--- config.mk ---
export PLATFORM = sky130hd
export DESIGN_NAME = mole_scheduler
export DESIGN_NICKNAME = d
export VERILOG_FILES = /design/src/rtl/whack_pkg.sv /design/src/rtl/btn_edge_sync.sv /design/src/rtl/mole_scheduler.sv
export SDC_FILE = /design/constraint.sdc
export NUM_CORES = 1
export LEC_CHECK = 0
export ABC_AREA = 1
export CORE_MARGIN = 4
export CORE_UTILIZATION = 55
export DETAILED_ROUTE_END_ITERATION = 6
export PLACE_DENSITY = 0.73
export SLEW_MARGIN = 20
export SYNTH_ARGS = -nofsm -noshare
export SYNTH_HDL_FRONTEND = slang
export SYNTH_HIERARCHICAL = 1
export SYNTH_SLANG_ARGS = --single-unit
--- constraint.sdc ---
create_clock -name clk -period 2.55 [get_ports clk]
set_input_delay 0.3825 -clock clk [delete_from_list [all_inputs] [get_ports clk]]
set_output_delay 0.3825 -clock clk [all_outputs]
set_load 0.005 [all_outputs]
--- src/rtl/whack_pkg.sv ---
// Shared constants, state encoding and LFSR helper for the whack-a-mole game.
package whack_pkg;

  localparam int unsigned NUM_HOLES = 4;
  localparam int unsigned MOLE_ID_W = 2;
  localparam int unsigned LFSR_W    = 8;
  localparam int unsigned ROUND_W   = 8;

  // Fibonacci taps 8,6,5,4 expressed as bit positions 7,5,4,3
  localparam logic [LFSR_W-1:0] LFSR_TAPS = 8'hB8;

  typedef enum logic [1:0] {
    ST_IDLE   = 2'd0,
    ST_GAP    = 2'd1,
    ST_UP     = 2'd2,
    ST_RESULT = 2'd3
  } state_t;

  // One Fibonacci step: shift left, feed back the parity of the tapped bits
  function automatic logic [LFSR_W-1:0] lfsr_next(input logic [LFSR_W-1:0] cur);
    return {cur[LFSR_W-2:0], ^(cur & LFSR_TAPS)};
  endfunction

endpackage

--- src/rtl/btn_edge_sync.sv ---
// Per-bit two-flop synchroniser followed by a rising-edge detector.
module btn_edge_sync #(
  parameter int unsigned W = 4
) (
  input  logic         clk,
  input  logic         reset,
  input  logic [W-1:0] din,
  output logic [W-1:0] rise_c
);

  logic [W-1:0] s1;
  logic [W-1:0] s2;
  logic [W-1:0] s2_d;

  // Synchroniser stages plus one delayed copy for edge detection
  always_ff @(posedge clk or posedge reset) begin
    if (reset) begin
      s1   <= '0;
      s2   <= '0;
      s2_d <= '0;
    end else begin
      s1   <= din;
      s2   <= s1;
      s2_d <= s2;
    end
  end

  assign rise_c = s2 & ~s2_d;

endmodule

--- src/rtl/mole_scheduler.sv ---
// Mole sequencer: picks holes from a free-running LFSR, times the mole window
// and judges player presses into single-cycle hit/miss pulses.
module mole_scheduler
  import whack_pkg::*;
#(
  parameter int unsigned        WINDOW_CYCLES = 50_000_000,
  parameter int unsigned        GAP_CYCLES    = 25_000_000,
  parameter logic [LFSR_W-1:0]  LFSR_SEED     = 8'hA5
) (
  input  logic                  clk,
  input  logic                  reset,
  input  logic                  enable,
  input  logic [NUM_HOLES-1:0]  btn,
  output logic                  mole_active,
  output logic [MOLE_ID_W-1:0]  mole_id,
  output logic                  hit_pulse,
  output logic                  miss_pulse,
  output logic [ROUND_W-1:0]    round_count
);

  localparam int unsigned WIN_W = (WINDOW_CYCLES > 1) ? $clog2(WINDOW_CYCLES) : 1;
  localparam int unsigned GAP_W = (GAP_CYCLES > 1) ? $clog2(GAP_CYCLES) : 1;
  localparam logic [WIN_W-1:0] WIN_LOAD = WIN_W'(WINDOW_CYCLES - 1);
  localparam logic [GAP_W-1:0] GAP_LOAD = GAP_W'(GAP_CYCLES - 1);

  state_t               state_q, state_d;
  logic [LFSR_W-1:0]    lfsr_q, lfsr_d;
  logic [GAP_W-1:0]     gap_q, gap_d;
  logic [WIN_W-1:0]     win_q, win_d;
  logic [MOLE_ID_W-1:0] id_q, id_d;
  logic [ROUND_W-1:0]   rc_q, rc_d;
  logic                 hit_q, hit_d;
  logic                 miss_q, miss_d;
  logic                 first_q, first_d;
  logic                 enable_q;

  logic [NUM_HOLES-1:0] edges_c;
  logic [NUM_HOLES-1:0] hole_mask_c;
  logic                 press_c;
  logic                 wrong_c;
  logic [MOLE_ID_W-1:0] cand_c;
  logic [ROUND_W-1:0]   rc_inc_c;

  btn_edge_sync #(.W(NUM_HOLES)) u_sync (
    .clk    (clk),
    .reset  (reset),
    .din    (btn),
    .rise_c (edges_c)
  );

  assign hole_mask_c = NUM_HOLES'(1) << id_q;
  assign press_c     = |edges_c;
  assign wrong_c     = |(edges_c & ~hole_mask_c);
  assign cand_c      = lfsr_q[MOLE_ID_W-1:0];
  assign rc_inc_c    = (rc_q == '1) ? rc_q : rc_q + ROUND_W'(1);

  // State, LFSR, counters and registered outputs
  always_ff @(posedge clk or posedge reset) begin
    if (reset) begin
      state_q  <= ST_IDLE;
      lfsr_q   <= LFSR_SEED;
      gap_q    <= '0;
      win_q    <= '0;
      id_q     <= '0;
      rc_q     <= '0;
      hit_q    <= 1'b0;
      miss_q   <= 1'b0;
      first_q  <= 1'b0;
      enable_q <= 1'b0;
    end else begin
      state_q  <= state_d;
      lfsr_q   <= lfsr_d;
      gap_q    <= gap_d;
      win_q    <= win_d;
      id_q     <= id_d;
      rc_q     <= rc_d;
      hit_q    <= hit_d;
      miss_q   <= miss_d;
      first_q  <= first_d;
      enable_q <= enable;
    end
  end

  // Next-state and next-value logic; enable low overrides every transition
  always_comb begin
    state_d = state_q;
    lfsr_d  = lfsr_next(lfsr_q);
    gap_d   = gap_q;
    win_d   = win_q;
    id_d    = id_q;
    rc_d    = rc_q;
    hit_d   = 1'b0;
    miss_d  = 1'b0;
    first_d = first_q;

    if (!enable) begin
      state_d = ST_IDLE;
    end else begin
      case (state_q)
        ST_IDLE: begin
          if (!enable_q) begin
            rc_d    = '0;
            gap_d   = GAP_LOAD;
            first_d = 1'b1;
            state_d = ST_GAP;
          end
        end
        ST_GAP: begin
          if (gap_q == '0) begin
            // Avoid showing the same hole twice in a row, except right after start
            if (!first_q && (cand_c == id_q)) begin
              id_d = cand_c + MOLE_ID_W'(1);
            end else begin
              id_d = cand_c;
            end
            first_d = 1'b0;
            win_d   = WIN_LOAD;
            state_d = ST_UP;
          end else begin
            gap_d = gap_q - GAP_W'(1);
          end
        end
        ST_UP: begin
          // A press is judged even on the last window cycle
          if (press_c) begin
            hit_d   = ~wrong_c;
            miss_d  = wrong_c;
            rc_d    = rc_inc_c;
            state_d = ST_RESULT;
          end else if (win_q == '0) begin
            miss_d  = 1'b1;
            rc_d    = rc_inc_c;
            state_d = ST_RESULT;
          end else begin
            win_d = win_q - WIN_W'(1);
          end
        end
        ST_RESULT: begin
          gap_d   = GAP_LOAD;
          state_d = ST_GAP;
        end
      endcase
    end
  end

  assign mole_active = (state_q == ST_UP);
  assign mole_id     = id_q;
  assign hit_pulse   = hit_q;
  assign miss_pulse  = miss_q;
  assign round_count = rc_q;

endmodule

==> qor.csv, run 1 <==
stage,metric,value,unit
setup_path,crit_required,2.85,ns
synthesis,syn-num-nets,756,
die,coreArea,9280,µm²
finish,area_growth,9.54,%
setup_path,r2r_start,gap_q[0],
cts,hold_buffers,0,
die,die_area,11200,µm²
power,p_int,2.83,mW
timing,rsz0062_at_grt,false,
finish,post-route-util,62.2,%
cts,insertion_delay,0.37,ns
synthesis,synth_flop_cell,dfrtp_1,
setup_path,crit_start,gap_q[0],
place,dp_hpwl,7980,µm
power,p_comb_share,41.7,%
power,p_switching,2.47,mW
cts,path_clk_slew,0.11,ns
cts,cts_max_level,3,
run,maxCapViolCount,0,
route,drt-total-wl,11400,µm
timing,hold_viol,0,
timing,max_freq,452,MHz
global_route,grt_pass1_vias,4520,
cts,clockRootBuffer,clkbuf_8,
place,portBuffers,19,
synthesis,seq_area_frac_synth,41.4,%
timing,worst_pin_slew,0.507,ns
cts,cts_tree,yes,
global_route,globalRouteTotalUtil,21.5,%
power,power_density,918,nW/µm²
power,power.leakage,2.75,nW
synthesis,yosysUniqueCellTypes,33,
global_route,grt_pass1_wl,20000,µm
status,status,finished clean,
route,drc_errors,0,
power,sw_frac_of_total,46.6,%
timing,setup_viol,0,
die,num_rows,35,
route,met3_length,334,µm
cts,clockBufferDepth,2,
finish,filler_cell_count,836,
route,via_per_inst,5.20,
timing,fin_crit_sh,86.7,%
cts,clkSinkCount,87,
die,die_y,106,µm
synthesis,syn_area_per_cell,7.11,µm²
finish,n_antenna_cell,0,
worst_hold_path,holdCritPathClass,input pin to asynchronous set/reset pin,
route,dr_wl_met2,5790,µm
synthesis,yosys_register_bits,87,
global_route,antenna_found_initial,0,
die,die-width,106,µm
finish,drive_gt1_share,8.75,%
power,pwr-share-seq,39.7,%
route,wl_met1,5120,µm
setup_path,endpoint_kind,flip-flop,
route,drtIter0Drc,243,
finish,final_nets,776,
timing,max_slew_margin,66.1,%
route,vias,4655,
power,ir_drop,0.606,mV
synthesis,synth-edff-count,0,
global_route,grt_max_degree,60,
die,initial_core_util,56.8,%
cts,cts_resized,0,
timing,report.final.slew_viol_count,0,
setup_path,cp_data_arrival_time,2.51,ns
route,dr.pass1.iters,4,
cts,cts_buffers,9,
route,highest_layer,met4,
synthesis,synthCells,741,
route,ant_nets,0,
finish,multi_input_area,2690,µm²
cts,postCtsSetupBuffers,0,
synthesis,syn-cell-area,5270,µm²
synthesis,yosys_warnings,6,
synthesis,async_flop_share,100,%
setup_path,startpoint_type,flip-flop,
timing,tns,0,ns
timing,fin_crit,2.21,ns
die,ioPinCount,20,
setup_path,critical_path_class,flip-flop to flip-flop,
setup_path,crit_fanout,16,
finish,regArea,2180,µm²
power,clockPowerShare,18.7,%
place,place_congestion,0.884,
timing,fin_skew,0.0147,ns
route,wire_per_inst,12.7,µm
global_route,grt_overflow_total,0,
-- final timing paths --
kind	cells after the start	slack, ns	endpoint
setup / recovery	9	0.34	win_q[11]
hold / removal	2	0.34	gap_q[5]
setup reg to reg	9	0.34	win_q[11]
hold reg to reg	0	0.36	u_sync/s2[1]
max in group asynchronous	3	1.54	lfsr_q[0]
min in group clk	0	0.36	u_sync/s2[1]
-- synthesized netlist by cell type (2+ instances only) --
cell	number	share of area, %
clkbuf_1	5	0.36
nor2_2	16	1.9
a21oi_1	3	0.28
a21boi_0	2	0.28
nand2_2	2	0.24
nand3_1	104	9.9
or2_2	4	0.47
nand2_8	3	1.1
o21ai_1	14	1.3
inv_1	68	4.8
dfrtp_1	83	39
nand2_1	240	17
o21ai_0	19	1.8
nor2_1	99	7.1
xnor2_1	7	1.2
nor3b_1	2	0.28
buf_2	4	0.38
xor2_1	7	1.2
nand3_2	2	0.38
buf_6	7	1.5
nor2_4	2	0.43
inv_2	6	0.43
nand3b_1	8	1.1
ha_1	8	1.9
dfstp_2	4	2.0
nand2_4	2	0.43
nand4_1	14	1.7
-- flip-flops by register name, summed over array words and instances (netlist names) --
| register | flops |
|---|---|
| mole_id | 2 |
| miss_pulse | 1 |
| enable_q | 1 |
| round_count | 8 |
| u_sync/s2 | 4 |
| lfsr_q | 8 |
| u_sync/s2_d | 4 |
| state_q | 2 |
| gap_q | 25 |
| win_q | 26 |
| first_q | 1 |
| hit_pulse | 1 |
| u_sync/s1 | 4 |
-- critical path: stages (launching register included) --
cell and delay (ns):
dfrtp_1 0.42, inv_1 0.19, ha_1 0.23, nand2_1 0.08
nor2_2 0.15, nand3_2 0.11, a21oi_4 0.45, buf_4 0.33
nand3_1 0.10, nand2_1 0.07
-- layer usage --
| layer | global-route usage (%) | vias up |
|---|---|---|
| met2 | 39.1 | 61 |
| met1 | 25.9 | 2184 |
| met5 | 0 | - |
| met3 | 4.23 | 11 |
| li1 | - | 2399 |
| met4 | 5.83 | 0 |
-- logic make-up after synthesis --
kind of cell | Yosys count | share of synthesized area, %
AND/OR/NAND/NOR | 499 | 42.2
buffers and inverters | 91 | 7.57
flip-flops | 87 | 41.4
AO/OA/AOI/OAI | 42 | 4.61
XOR/XNOR | 14 | 2.33
adder cells (fa/ha/maj) | 8 | 1.90
-- cell type report --
| class | instances | area share [%] |
|---|---|---|
| multi-input combinational | 563 | 46.6 |
| inverter | 74 | 4.81 |
| timing repair buffer | 26 | 4.42 |
| tap | 129 | 2.80 |
| clock inverter | 7 | 1.45 |
| sequential | 87 | 37.8 |
| clock buffer | 9 | 2.15 |
-- power groups by stage --
stage          Combinational [mW]  Sequential, mW  Clock [mW]
3_5_place_dp                 2.21            2.12           0
5_1_grt                      2.54            2.16        1.07
3_3_place_gp                 2.12            2.10           0
4_1_cts                      2.21            2.10        1.02
2_1_floorplan                1.80            2.01           0
6_report                     2.21            2.10       0.990
-- stage by stage --
stage | worst slack, ns | total power, mW | hold WS (ns) | cell area, µm² | std cells
after CTS | 0.329 | 5.33 | 0.337 | 5770 | 895
after global placement | 0.437 | 4.23 | 0.333 | 5570 | 879
after floorplan | 0.264 | 3.82 | 0.247 | 5270 | 741
final | 0.339 | 5.30 | 0.343 | 5770 | 895
after detailed placement | 0.360 | 4.32 | 0.335 | 5570 | 879
after global routing | 0.0911 | 5.77 | 0.368 | 5770 | 895
-- layout by cell type, fill, tap and decap left out --
| master | Yosys | final |
|---|---|---|
| nand2_1 | 240 | 240 |
| nand3_1 | 104 | 104 |
| nor2_1 | 99 | 99 |
| dfrtp_1 | 83 | 83 |
| inv_1 | 68 | 67 |
| o21ai_0 | 19 | 19 |
| clkdlybuf4s50_1 | 0 | 19 |
| nor2_2 | 16 | 16 |
| o21ai_1 | 14 | 14 |
| nand4_1 | 14 | 14 |
| clkbuf_8 | 0 | 9 |
| nand3b_1 | 8 | 8 |
| ha_1 | 8 | 8 |
| xor2_1 | 7 | 7 |
| inv_2 | 6 | 7 |
| xnor2_1 | 7 | 7 |
| buf_4 | 0 | 6 |
| or2_2 | 4 | 4 |
| dfstp_2 | 4 | 4 |
| a21oi_1 | 3 | 3 |
| nand2_8 | 3 | 3 |
| inv_8 | 0 | 3 |
| nand2_2 | 2 | 2 |
| nor2_4 | 2 | 2 |
| nand3_2 | 2 | 2 |
| nand2_4 | 2 | 2 |
| a21boi_0 | 2 | 2 |
| nor3b_1 | 2 | 2 |
| clkinv_8 | 0 | 2 |
| a31oi_1 | 1 | 1 |
| a21oi_4 | 1 | 1 |
| nor3_1 | 1 | 1 |
| a41oi_2 | 1 | 1 |
| o2111ai_1 | 1 | 1 |
| clkinv_4 | 0 | 1 |
| inv_6 | 0 | 1 |
| buf_12 | 0 | 1 |
(Power assumes the default switching activity.)
==> run 2, diff against run 1 <==
--- a/config.mk
+++ b/config.mk
@@ -7,9 +7,9 @@
 export LEC_CHECK = 0
 export ABC_AREA = 1
 export CORE_MARGIN = 4
-export CORE_UTILIZATION = 55
+export CORE_UTILIZATION = 60
 export DETAILED_ROUTE_END_ITERATION = 6
-export PLACE_DENSITY = 0.73
+export PLACE_DENSITY = 0.79
 export SLEW_MARGIN = 20
 export SYNTH_ARGS = -nofsm -noshare
 export SYNTH_HDL_FRONTEND = slang
==> run 2 against run 1 <==
  * Die area decreased by 7.7%
  * Combinational power about the same
  * Flip-flop and latch count unchanged
  * Core utilization increased by 6.8 points
  * Sequential share of layout area decreased by 0.082 points
  * Critical path type is now flip-flop to output port
  * Clock power increased by 15%
  * Critical path depth decreased by 6
  * Global-route usage increased by 2.5 points
  * Routed wire length increased by 3.1%
  * Cell area increased by 0.22%
  * Critical endpoint is now mole_active
  * Power increased by 3.4%
  * Non-clock buffer count increased by 2
==> qor.csv, run 2 (same netlist as run 1, synthesis figures left out) <==
stage,metric,value,unit,change
status,status,finished clean,,
route,drtIter0Drc,258,,+6.2%
die,die_area,10300,µm²,-7.7%
route,dr_wl_met2,5770,µm,-0.38%
finish,final_cell_mix,"240 x nand2_1, 104 x nand3_1, 99 x nor2_1, 83 x dfrtp_1, 67 x inv_1",,
setup_path,startpoint_type,flip-flop,,
power,power.leakage,2.77,nW,+0.87%
global_route,globalRouteTotalUtil,24.0,%,+2.5 points
cts,clockBufferDepth,2,,unchanged
finish,multi_input_area,2690,µm²,unchanged
timing,hold_viol,0,,unchanged
place,place_congestion,0.866,,-2.0%
global_route,grt_overflow_total,0,,unchanged
cts,hold_buffers,0,,unchanged
cts,cts_buffers,9,,unchanged
power,power_density,947,nW/µm²,+3.2%
cts,cts_max_level,3,,unchanged
timing,fin_crit,2.24,ns,+0.0303 ns
die,die-width,102,µm,-3.9%
die,coreArea,8380,µm²,-9.7%
finish,n_antenna_cell,0,,unchanged
finish,area_growth,9.78,%,
setup_path,endpoint_kind,output port,,
setup_path,cp_data_arrival_time,1.86,ns,-0.65 ns
place,portBuffers,19,,unchanged
place,dp_hpwl,8260,µm,+3.5%
finish,fin_cells,873,,-2.5%
timing,fin_crit_sh,87.9,%,+1.2 points
global_route,grt_pass1_wl,20200,µm,+0.75%
timing,rsz0062_at_grt,false,,
finish,reg_top3,"win_q x26, gap_q x25",,
finish,layout_commonest_cell,nand2_1,,
setup_path,crit_required,2.17,ns,-0.68 ns
cts,postCtsSetupBuffers,0,,unchanged
route,dr.pass1.iters,4,,unchanged
timing,setup_viol,0,,unchanged
power,ir_drop,0.511,mV,-16%
cts,cts_resized,0,,unchanged
setup_path,critical_path_class,flip-flop to output port,,
route,via_per_inst,5.50,,+5.8%
setup_path,r2r_cells,9,,unchanged
route,wl_met1,5300,µm,+3.5%
timing,max_slew_margin,65.9,%,-0.22 points
run,maxCapViolCount,0,,unchanged
cts,insertion_delay,0.36,ns,about the same
die,initial_core_util,62.9,%,+6.1 points
finish,top_register,win_q,,
route,drc_errors,0,,unchanged
cts,path_clk_slew,0.10,ns,about the same
timing,report.final.slew_viol_count,0,,unchanged
cts,cts_tree,yes,,
finish,largest_reg_flops,26,,unchanged
route,vias,4803,,+3.2%
timing,hold_slack,0.358,ns,+0.0147 ns
route,drt-total-wl,11700,µm,+3.1%
worst_hold_path,holdCritPathClass,input pin to asynchronous set/reset pin,,
global_route,grt_max_degree,40,,-33%
finish,final_nets,778,,+0.26%
cts,clkSinkCount,87,,unchanged
route,ant_nets,0,,unchanged
timing,tns,0,ns,unchanged
place,dp_cells,857,,-2.5%
finish,filler_cell_count,717,,-14%
cts,clockRootBuffer,clkbuf_8,,
route,wire_per_inst,13.4,µm,+5.7%
die,num_rows,33,,-5.7%
die,die_y,102,µm,-3.9%
die,ioPinCount,20,,unchanged
finish,regArea,2180,µm²,unchanged
timing,max_freq,446,MHz,-1.4%
global_route,antenna_found_initial,0,,unchanged
route,met3_length,470,µm,+41%
route,highest_layer,met4,,
timing,worst_pin_slew,0.509,ns,+0.00209 ns
finish,drive_gt1_share,8.98,%,+0.24 points
setup_path,crit_fanout,8,,-8
global_route,grt_pass1_vias,4493,,-0.60%
timing,fin_skew,0.0122,ns,-0.00250 ns
run 2: routing by layer:
metal | GRT usage (%) | vias up
li1 | - | 2406
met1 | 31.6 | 2255
met2 | 40.3 | 119
met3 | 4.41 | 23
met4 | 7.87 | 0
met5 | 0 | -
run 2: report_power, final:
| part | internal [mW] | switching [mW] | total, mW |
|---|---|---|---|
| clock | 0.595 | 0.546 | 1.14 |
| sequential | 1.71 | 0.398 | 2.11 |
| combinational | 0.729 | 1.50 | 2.23 |
run 2: worst max-delay path, cell delays in order, from the launching register on:
cell and delay, ns:
dfrtp_1 0.41, inv_1 0.12, ha_1 0.39, clkdlybuf4s50_1 0.58
run 2: stage by stage:
stage | power [mW] | area (µm²) | utilization, % | worst slack [ns]
floorplan | 3.82 | 5270 | - | 0.264
global placement | 4.21 | 5550 | 66.2 | 0.493
detailed placement | 4.32 | 5550 | 66.2 | 0.410
CTS | 5.47 | 5790 | 69.0 | 0.293
global route | 5.94 | 5790 | 69.0 | 0.222
finish | 5.48 | 5790 | 69.0 | 0.308
run 2: area by class of cell:
| type | count | area share, % |
|---|---|---|
| sequential | 87 | 37.7 |
| multi-input combinational | 563 | 46.5 |
| inverter | 74 | 4.80 |
| tap | 105 | 2.27 |
| clock inverter | 6 | 1.69 |
| timing repair buffer | 28 | 4.67 |
| clock buffer | 10 | 2.38 |
run 2: path summary, 6_finish.rpt:
path	startpoint	endpoint	slack (ns)
max	state_q[0]	mole_active	0.31
min	reset	u_sync/s2[1]	0.36
max reg2reg	state_q[0]	win_q[10]	0.46
min reg2reg	u_sync/s1[0]	u_sync/s2[0]	0.36
max in group asynchronous	reset	lfsr_q[5]	1.50
min in group clk	u_sync/s1[0]	u_sync/s2[0]	0.36
==> run 3, diff against run 2 <==
--- a/config.mk
+++ b/config.mk
@@ -10,6 +10,7 @@
 export CORE_UTILIZATION = 60
 export DETAILED_ROUTE_END_ITERATION = 6
 export PLACE_DENSITY = 0.79
+export SETUP_SLACK_MARGIN = 0.2
 export SLEW_MARGIN = 20
 export SYNTH_ARGS = -nofsm -noshare
 export SYNTH_HDL_FRONTEND = slang
==> results of run 3 <==
Same layout as run 2: the final DEF is identical, and so are final timing and power.
